File: src/rtl/hardware_heap_arbiter_pkg.sv
// Shared definitions for the heap arbiter: default widths and requester identity.
package hardware_heap_arbiter_pkg;

  localparam int WORD_W_DEF = 130;
  localparam int ADDR_W_DEF = 16;

  typedef enum logic {
    REQ_REDUCER   = 1'b0,
    REQ_COLLECTOR = 1'b1
  } req_id_e;

endpackage

File: src/rtl/hardware_rr_arb2.sv
// Two-way round-robin arbiter. Grant is combinational; the pointer remembers
// the most recently granted requester and only moves when advance is high.
module hardware_rr_arb2
  import hardware_heap_arbiter_pkg::*;
(
  input  logic       clk,
  input  logic       rst_n,
  input  logic [1:0] req,
  input  logic       advance,
  output logic [1:0] grant
);

  req_id_e last_q;

  // Single requester wins outright; under contention the one not granted last wins.
  always_comb begin
    grant = req;
    if (req == 2'b11) begin
      grant = (last_q == REQ_COLLECTOR) ? 2'b01 : 2'b10;
    end
  end

  // Pointer starts as "collector granted last" so the reducer wins first contention.
  always_ff @(posedge clk or negedge rst_n) begin
    if (!rst_n) begin
      last_q <= REQ_COLLECTOR;
    end else if (advance && (grant != 2'b00)) begin
      last_q <= grant[1] ? REQ_COLLECTOR : REQ_REDUCER;
    end
  end

endmodule

File: src/rtl/hardware_heap_arbiter.sv
// Arbitrates a reducer and a collector onto one single-port heap RAM and
// returns read data to the issuing requester two cycles after the handshake.
module hardware_heap_arbiter
  import hardware_heap_arbiter_pkg::*;
#(
  parameter int WORD_W = WORD_W_DEF,
  parameter int ADDR_W = ADDR_W_DEF
) (
  input  logic              system1000,
  input  logic              system1000_rstn,
  input  logic              req0_valid,
  input  logic              req0_we,
  input  logic [ADDR_W-1:0] req0_addr,
  input  logic [WORD_W-1:0] req0_wdata,
  output logic              req0_ready,
  input  logic              req1_valid,
  input  logic              req1_we,
  input  logic [ADDR_W-1:0] req1_addr,
  input  logic [WORD_W-1:0] req1_wdata,
  output logic              req1_ready,
  output logic              rsp0_valid,
  output logic [WORD_W-1:0] rsp0_rdata,
  output logic              rsp1_valid,
  output logic [WORD_W-1:0] rsp1_rdata,
  output logic              mem_en,
  output logic              mem_we,
  output logic [ADDR_W-1:0] mem_addr,
  output logic [WORD_W-1:0] mem_wdata,
  input  logic [WORD_W-1:0] mem_rdata
);

  logic [1:0] req_vec;
  logic [1:0] grant;
  logic       rd_hs;
  req_id_e    rd_id;

  // Requests are masked while reset is asserted so ready and mem_* stay low.
  assign req_vec = {req1_valid, req0_valid} & {2{system1000_rstn}};

  hardware_rr_arb2 u_arb (
    .clk     (system1000),
    .rst_n   (system1000_rstn),
    .req     (req_vec),
    .advance (|grant),
    .grant   (grant)
  );

  assign req0_ready = grant[0];
  assign req1_ready = grant[1];

  // Steer the granted requester's fields onto the RAM port in the same cycle.
  always_comb begin
    mem_en    = 1'b0;
    mem_we    = 1'b0;
    mem_addr  = '0;
    mem_wdata = '0;
    if (grant[0]) begin
      mem_en    = 1'b1;
      mem_we    = req0_we;
      mem_addr  = req0_addr;
      mem_wdata = req0_wdata;
    end else if (grant[1]) begin
      mem_en    = 1'b1;
      mem_we    = req1_we;
      mem_addr  = req1_addr;
      mem_wdata = req1_wdata;
    end
  end

  assign rd_hs = (grant[0] && !req0_we) || (grant[1] && !req1_we);
  assign rd_id = grant[1] ? REQ_COLLECTOR : REQ_REDUCER;

  // ---- stage p0: tag of the read issued this cycle, aligned with mem_rdata ----
  logic    tag_vld_p0;
  req_id_e tag_id_p0;

  // Record which requester owns the RAM read now in flight.
  always_ff @(posedge system1000 or negedge system1000_rstn) begin
    if (!system1000_rstn) begin
      tag_vld_p0 <= 1'b0;
      tag_id_p0  <= REQ_REDUCER;
    end else begin
      tag_vld_p0 <= rd_hs;
      tag_id_p0  <= rd_id;
    end
  end

  // ---- stage p1: capture RAM data into the owner's response register ----
  logic              rsp0_vld_p1;
  logic              rsp1_vld_p1;
  logic [WORD_W-1:0] rsp0_rdata_p1;
  logic [WORD_W-1:0] rsp1_rdata_p1;

  // Route the returning word to its owner and raise a one-cycle valid pulse.
  always_ff @(posedge system1000 or negedge system1000_rstn) begin
    if (!system1000_rstn) begin
      rsp0_vld_p1   <= 1'b0;
      rsp1_vld_p1   <= 1'b0;
      rsp0_rdata_p1 <= '0;
      rsp1_rdata_p1 <= '0;
    end else begin
      rsp0_vld_p1 <= tag_vld_p0 && (tag_id_p0 == REQ_REDUCER);
      rsp1_vld_p1 <= tag_vld_p0 && (tag_id_p0 == REQ_COLLECTOR);
      if (tag_vld_p0 && (tag_id_p0 == REQ_REDUCER)) begin
        rsp0_rdata_p1 <= mem_rdata;
      end
      if (tag_vld_p0 && (tag_id_p0 == REQ_COLLECTOR)) begin
        rsp1_rdata_p1 <= mem_rdata;
      end
    end
  end

  assign rsp0_valid = rsp0_vld_p1;
  assign rsp1_valid = rsp1_vld_p1;
  assign rsp0_rdata = rsp0_rdata_p1;
  assign rsp1_rdata = rsp1_rdata_p1;

endmodule

File: config.mk
export PLATFORM = sky130hd
export DESIGN_NAME = hardware_heap_arbiter
export DESIGN_NICKNAME = d
export VERILOG_FILES = /design/src/rtl/hardware_heap_arbiter_pkg.sv /design/src/rtl/hardware_rr_arb2.sv /design/src/rtl/hardware_heap_arbiter.sv
export SDC_FILE = /design/constraint.sdc
export NUM_CORES = 1
export LEC_CHECK = 0
export ABC_AREA = 1
export CAP_MARGIN = 40
export CORE_AREA = 2 2 323 325
export CTS_BUF_LIST = sky130_fd_sc_hd__clkbuf_16
export CTS_CLUSTER_SIZE = 25
export DETAILED_ROUTE_END_ITERATION = 10
export DIE_AREA = 0 0 325 327
export HOLD_SLACK_MARGIN = 0.08
export PLACE_DENSITY_LB_ADDON = 0.12
export SYNTH_ARGS = -nofsm -noshare
export SYNTH_HDL_FRONTEND = slang
export SYNTH_SLANG_ARGS = --single-unit
File: constraint.sdc
create_clock -name system1000 -period 2.65 [get_ports system1000]
set_input_delay 0.53 -clock system1000 [delete_from_list [all_inputs] [get_ports system1000]]
set_output_delay 0.53 -clock system1000 [all_outputs]
set_load 0.01 [all_outputs]
==> results of run 1 <==
timing repair:
item | CTS | global route
hold buffers | 1 | 0
endpoints found under the hold margin | 1 | 0
pin swaps | 1 | 7
cloned | 6 | 7
endpoints found under the setup margin | 148 | 99
setup buffers | 18 | 9
resized for setup | 304 | 174
final cells by class:
class                      instances  area share, %
clock inverter                    16          0.425
antenna                           13          0.136
sequential                       265           27.8
tap                             1380           7.24
timing repair buffer             944           39.3
clock buffer                      35           3.67
multi-input combinational        978           19.2
inverter                         139           2.24
logic make-up after synthesis:
family	Yosys count
AO/OA/AOI/OAI	261
flip-flops	265
buffers and inverters	259
AND/OR/NAND/NOR	714
power groups by stage:
| stage | logic [W] | registers (W) | clock network [W] |
|---|---|---|---|
| floorplan | 0.00148 | 0.00639 | 0 |
| global placement | 0.00639 | 0.00590 | 0 |
| detailed placement | 0.00638 | 0.00594 | 0 |
| CTS | 0.00642 | 0.00589 | 0.00449 |
| global route | 0.00691 | 0.00602 | 0.00462 |
| finish | 0.00638 | 0.00586 | 0.00424 |
per-stage QoR:
step | util [%] | setup slack [ps] | hold slack (ps) | std cells | cell area [um2]
final | 23.2 | -46.5 | 158 | 3770 | 23800
after global routing | 23.2 | -88.5 | 178 | 3767 | 23800
after CTS | 23.0 | -214 | 141 | 3741 | 23600
after detailed placement | 21.8 | -370 | 477 | 3665 | 22500
after global placement | 21.8 | -410 | 471 | 3665 | 22500
after floorplan | - | 926 | 234 | 1499 | 12200
per-layer routing:
layer  global-route usage (%)  part of all wire [%]  vias to the layer above
met5                        0                  0.19                        -
met4                     4.27                   2.8                       24
met3                     5.61                   8.8                      144
met2                     28.1                    53                      682
met1                     15.4                    35                     6586
li1                         -                     -                     6616
worst paths after layout:
kind | endpoint | depth (start not counted) | startpoint | slack (ps)
max | mem_wdata[36] | 6 | u_arb.last_q | -50
min | rsp1_rdata[78] | 2 | system1000_rstn | 160
max reg2reg | rsp0_rdata[93] | 5 | tag_id_p0 | 990
min reg2reg | rsp1_rdata[126] | 2 | rsp1_rdata[126] | 490
max in group asynchronous | rsp0_rdata[5] | 3 | system1000_rstn | 1270
min in group system1000 | rsp1_rdata[126] | 2 | rsp1_rdata[126] | 490
placed cells by master, fill, tap and decap left out:
cell               n
buf_2             33
nand2_1          401
nand2_4            1
dlygate4sd3_1      1
clkinv_1           2
clkdlybuf4s15_2    2
bufinv_16          1
dfstp_2            1
clkdlybuf4s50_1  688
nand2_8            6
clkinv_4           1
clkinvlp_4         1
inv_1            145
diode_2           13
nand3_2           12
dlymetal6s2s_1     9
inv_6              1
bufbuf_16          2
nand3_1          284
nand3_4            1
inv_4              2
clkbuf_16         41
buf_4             50
dfrtp_1          264
buf_6             22
nand2_2           12
buf_16             4
clkbuf_2          56
buf_8              4
clkinv_2           1
dlygate4sd2_1     21
o21ai_1          260
buf_12            23
inv_8              1
clkdlybuf4s15_1   23
a21oi_1            1
registers in the layout (all words and copies together) (netlist names):
signal,count
rsp0_rdata,130
rsp1_rdata,130
rsp0_valid,1
rsp1_valid,1
tag_id_p0,1
tag_vld_p0,1
u_arb.last_q,1
==> flow_metrics.py, run 1 <==
metrics = {
    "synth": {
        "synth_xor_xnor_area_share_pct": 0,
        "synth-edff-count": 0,
        "netlist.area_leader.share_pct": 54.3,
        "syn_nets": 1927,
        "yosysSeqAreaShare_pct": 54.5,
        "synth_top_family_by_area": "simple AND/OR/NAND/NOR gates",
        "synthTopCellsByArea": "dfrtp_1 54%, nand2_1 13%, nand3_1 12%, o21ai_1 11%, inv_1 4.2%",
        "async_reset_ff_share_pct": 100,
        "ys_ff_latch": 265,
        "synth_compound_area_share_pct": 10.7,
        "synth_cell_types": 13,
        "netlist_instances": 1499,
        "synthAdderAreaFrac_pct": 0,
        "yosys-top-cells-count": "414 x nand2_1, 297 x nand3_1, 264 x dfrtp_1",
        "synth_top_cell_by_area": "dfrtp_1",
        "mappedNetlistArea_um2": 12200,
        "synthSimpleGateAreaFrac_pct": 25.1,
        "synthFlopType": "dfrtp_1",
        "post-synth-top-count-cell": "nand2_1",
        "synthMuxAreaShare_pct": 0,
        "yosys_warnings": 0,
        "syn_area_per_cell_um2": 8.12,
    },
    "critical_path": {
        "crit_arrival_ps": 2170,
        "critPathTopFamily": "flip-flops",
        "crit_type": "reg -> out",
        "startpoint_type": "flip-flop",
        "cp-end-kind": "output pin",
        "critPathRequiredTime_ps": 2120,
        "path_cells": "nand2_4 -> buf_4 -> buf_12 -> nand3_1 -> nand2_2 -> dlygate4sd2_1",
        "path_max_fanout": 21,
        "max_stage_delay_ps": 630,
        "cpMaxStageDelayCell": "dfstp_2",
        "crit_buf_inv": 3,
    },
    "timing": {
        "post-route-period-util_pct": 102,
        "max_slew_margin_pct": 41.4,
        "fin_setup_tns_ps": -53.0,
        "min_period_ps": 2700,
        "setup_viol": 2,
        "slew_violations": 0,
        "fin_skew_ps": 18.6,
        "rsz0062_at_grt": "yes",
        "fmax_mhz": 371,
        "finalHoldViolations": 0,
        "finalWorstSetupSlack_ps": -46.5,
        "worst_pin_slew_ps": 879,
    },
    "routing": {
        "drc": 0,
        "vias_per_cell": 3.73,
        "firstDrtPassIters": 5,
        "vias": 14052,
        "drtIter0Drc": 914,
        "wirelength_um": 83200,
        "wl_per_cell_um": 22.1,
        "antenna_left": 0,
    },
    "job": {
        "drv_cap": 0,
    },
    "global_route": {
        "antenna_found_initial": 45,
        "grt_pass1_wl_um": 114000,
        "gr-total-overflow": 0,
        "first_global_vias": 14694,
        "grt_use_total_pct": 15.0,
        "grt_max_degree": 134,
    },
    "power_and_ir_drop": {
        "clkPwrFrac_pct": 25.7,
        "p_int_w": 0.0111,
        "pwr-share-comb_pct": 38.7,
        "power_switching_share_pct": 32.4,
        "leakagePower_nw": 11.2,
        "power_density_nw_per_um2": 691,
        "p_switching_w": 0.00535,
        "power.total_w": 0.0165,
        "vdd_drop_max_mv": 0.314,
        "power.share.sequential_pct": 35.6,
    },
    "floorplanning": {
        "coreArea_um2": 103000,
        "die_h_um": 327,
        "io_pins": 840,
        "die-area_um2": 106000,
        "std_cell_rows": 118,
        "dieWidth_um": 325,
        "initial_utilization_pct": 11.8,
    },
    "placed_design": {
        "io_buffers": 839,
        "post-dp-hpwl_um": 66200,
        "place.gp.congestion": 0.939,
    },
    "clock_network": {
        "clk_pin_slew_ps": 60,
        "clock-sinks": 265,
        "clockBufferDepth": 3,
        "cts_tree": "built",
        "clk_latency_ps": 530,
        "numCtsBuffers": 34,
        "cts_htree_levels": 2,
        "cts-root-buf": "clkbuf_16",
    },
    "min_path": {
        "hold_class": "in -> async",
    },
    "final_layout": {
        "drive_gt1_share_pct": 11.7,
        "fillers": 11533,
        "final_nets": 2790,
        "area_growth_pct": 95.9,
        "multi_input_area_um2": 4580,
        "ff_latch_area_um2": 6630,
    },
    "status": {
        "violations": "negative setup slack",
        "outcome": "finished with violations",
    },
}
Power figures use the tool's default switching activity.
==> run 2: changes to the inputs <==
--- a/config.mk
+++ b/config.mk
@@ -7,11 +7,11 @@
 export LEC_CHECK = 0
 export ABC_AREA = 1
 export CAP_MARGIN = 40
-export CORE_AREA = 2 2 323 325
+export CORE_AREA = 2 2 326 328
 export CTS_BUF_LIST = sky130_fd_sc_hd__clkbuf_16
 export CTS_CLUSTER_SIZE = 25
 export DETAILED_ROUTE_END_ITERATION = 10
-export DIE_AREA = 0 0 325 327
+export DIE_AREA = 0 0 328 330
 export HOLD_SLACK_MARGIN = 0.08
 export PLACE_DENSITY_LB_ADDON = 0.12
 export SYNTH_ARGS = -nofsm -noshare
==> constraint.sdc (replaced) <==
create_clock -name system1000 -period 2.4 [get_ports system1000]
set_input_delay 0.48 -clock system1000 [delete_from_list [all_inputs] [get_ports system1000]]
set_output_delay 0.48 -clock system1000 [all_outputs]
set_load 0.01 [all_outputs]
==> run 2 against run 1 <==
Against the previous run: the run still ends with negative setup slack left; register-to-register slack got worse by 240 ps; via count rose by 1.9%; non-clock buffer count rose by 24; critical endpoint is now mem_wdata[22]; critical path type unchanged; final cell count rose by 1.2%; critical path depth rose by 1.
==> flow_metrics.py, run 2 (same netlist as run 1, synthesis figures left out) <==
metrics = {
    "timing": {
        "max_slew_margin_pct": 28.3,
        "setup_viol": 139,
        "slew_violations": 0,
        "worst_pin_slew_ps": 1080,
        "min_period_ps": 2550,
        "finalHoldViolations": 0,
        "post-route-period-util_pct": 106,
        "hold_ws_ps": 412,
        "rsz0062_at_grt": "yes",
        "fin_skew_ps": 34.1,
        "fmax_mhz": 392,
        "finalWorstSetupSlack_ps": -151,
    },
    "routing": {
        "wirelength_um": 86200,
        "antenna_left": 0,
        "drc": 0,
        "drtIter0Drc": 646,
        "vias": 14319,
        "vias_per_cell": 3.75,
        "wl_per_cell_um": 22.6,
        "firstDrtPassIters": 5,
    },
    "clock_network": {
        "cts-root-buf": "clkbuf_16",
        "cts_htree_levels": 2,
        "numCtsBuffers": 34,
        "clockBufferDepth": 3,
        "clk_pin_slew_ps": 60,
        "clk_latency_ps": 540,
        "cts_tree": "built",
        "clock-sinks": 265,
    },
    "min_path": {
        "hold_depth": 5,
        "hold_start": "system1000_rstn",
        "hold-path-endpoint": "u_arb.last_q",
        "hold_class": "in -> reg",
    },
    "critical_path": {
        "timing.rr.end": "rsp0_rdata[3]",
        "cp-end-kind": "output pin",
        "r2r_start": "tag_id_p0",
        "path_max_fanout": 11,
        "crit_type": "reg -> out",
        "reg2reg_setup_slack_ps": 750,
        "startpoint_type": "flip-flop",
        "r2r_cells": 5,
        "crit_arrival_ps": 2070,
        "critPathRequiredTime_ps": 1920,
    },
    "placed_design": {
        "place_ws_ps": -563,
        "post-dp-hpwl_um": 66900,
        "place_area_um2": 22600,
        "placedCellCount": 3679,
        "place.gp.congestion": 0.914,
        "io_buffers": 839,
    },
    "final_layout": {
        "final_common_cell": "clkdlybuf4s50_1",
        "instances_no_fill": 3816,
        "area_growth_pct": 110,
        "finish.instance_area_um2": 25500,
        "final_cell_mix": "687 x clkdlybuf4s50_1, 350 x nand2_1, 264 x dfrtp_1, 260 x o21ai_1, 185 x nand3_1",
        "drive_gt1_share_pct": 21.0,
        "final_nets": 2812,
    },
    "global_route": {
        "grt_pass1_wl_um": 114000,
        "grt_max_degree": 140,
        "first_global_vias": 14610,
        "gr-total-overflow": 0,
        "grt_use_total_pct": 14.8,
        "antenna_found_initial": 47,
    },
    "floorplanning": {
        "initial_utilization_pct": 11.6,
        "coreArea_um2": 105000,
        "std_cell_rows": 119,
        "dieWidth_um": 328,
        "die_h_um": 330,
        "die-area_um2": 108000,
        "io_pins": 840,
    },
    "job": {
        "drv_cap": 0,
    },
    "power_and_ir_drop": {
        "vdd_drop_max_mv": 0.519,
        "power_density_nw_per_um2": 733,
        "leakagePower_nw": 11.6,
    },
    "status": {
        "outcome": "finished with violations",
        "violations": "negative setup slack",
    },
}
==> run 2: changes by cell type in the layout (fill, tap and decap cells not counted), moves of 20 or more <==
cell             before  now
nand3_4               1   24
nand3_2              12   88
nand3_1             284  185
dlygate4sd2_1        21    1
clkdlybuf4s15_1      23    0
nand2_2              12   59
nand2_1             401  350
buf_6                22   86
clkbuf_2             56    9
buf_2                33   61
==> run 2: repair_timing <==
action	CTS	global route
setup buffers	18	18
gates resized for setup	576	370
hold buffers	1	0
cloned	11	15
endpoints found under the hold margin	25	0
endpoints found under the setup margin	149	150
pin swaps	17	67
==> run 2: worst max path at each step <==
| stage | start | to | cells after the start |
|---|---|---|---|
| after floorplan | req0_valid | mem_wdata[100] | 6 |
| after global placement | req0_valid | mem_wdata[129] | 7 |
| after detailed placement | req0_valid | mem_wdata[129] | 7 |
| after CTS | u_arb.last_q | mem_wdata[0] | 7 |
| after global routing | u_arb.last_q | mem_wdata[13] | 7 |
| final | u_arb.last_q | mem_wdata[22] | 7 |
==> run 2: cell type report <==
type | count | area [um2]
Clock inverter | 24 | 134
Inverter | 139 | 537
Clock buffer | 35 | 876
Multi-Input combinational cell | 976 | 5360
Tap cell | 1391 | 1740
Fill cell | 11431 | 79200
Sequential cell | 265 | 6630
Timing Repair Buffer | 968 | 10200
Antenna cell | 18 | 45.0
==> run 2: stage by stage <==
step	TNS (ps)	util, %	total power (W)
floorplan	0	-	0.00868
global placement	-56830	21.6	0.0136
detailed placement	-55880	21.6	0.0136
CTS	-20440	23.1	0.0188
global route	-23580	24.4	0.0200
finish	-8750	24.4	0.0187
==> run 2: power breakdown <==
| group | internal, W | switching [W] |
|---|---|---|
| combinational | 0.00413 | 0.00339 |
| sequential | 0.00573 | 0.000694 |
| clock | 0.00274 | 0.00203 |
| total | 0.0126 | 0.00611 |
==> run 2: critical path: stages, from the launching register on <==
cell,delay [ps]
dfstp_2,590
buf_12,120
nand2_8,100
buf_4,170
clkbuf_16,170
nand3_1,140
nand2_2,90
buf_6,120
==> run 2: metal layers <==
metal	GRT usage (%)	wire (um)
met2	26.2	43600
met1	15.2	30000
met5	0	74
met4	6.97	3850
met3	6.08	8610
==> run 3: changes to the inputs <==
--- a/config.mk
+++ b/config.mk
@@ -9,7 +9,7 @@
 export CAP_MARGIN = 40
 export CORE_AREA = 2 2 326 328
 export CTS_BUF_LIST = sky130_fd_sc_hd__clkbuf_16
-export CTS_CLUSTER_SIZE = 25
+export CTS_CLUSTER_SIZE = 20
 export DETAILED_ROUTE_END_ITERATION = 10
 export DIE_AREA = 0 0 328 330
 export HOLD_SLACK_MARGIN = 0.08
==> results of run 3 <==
Same layout as run 2: the final DEF is identical, and so are final timing and power.
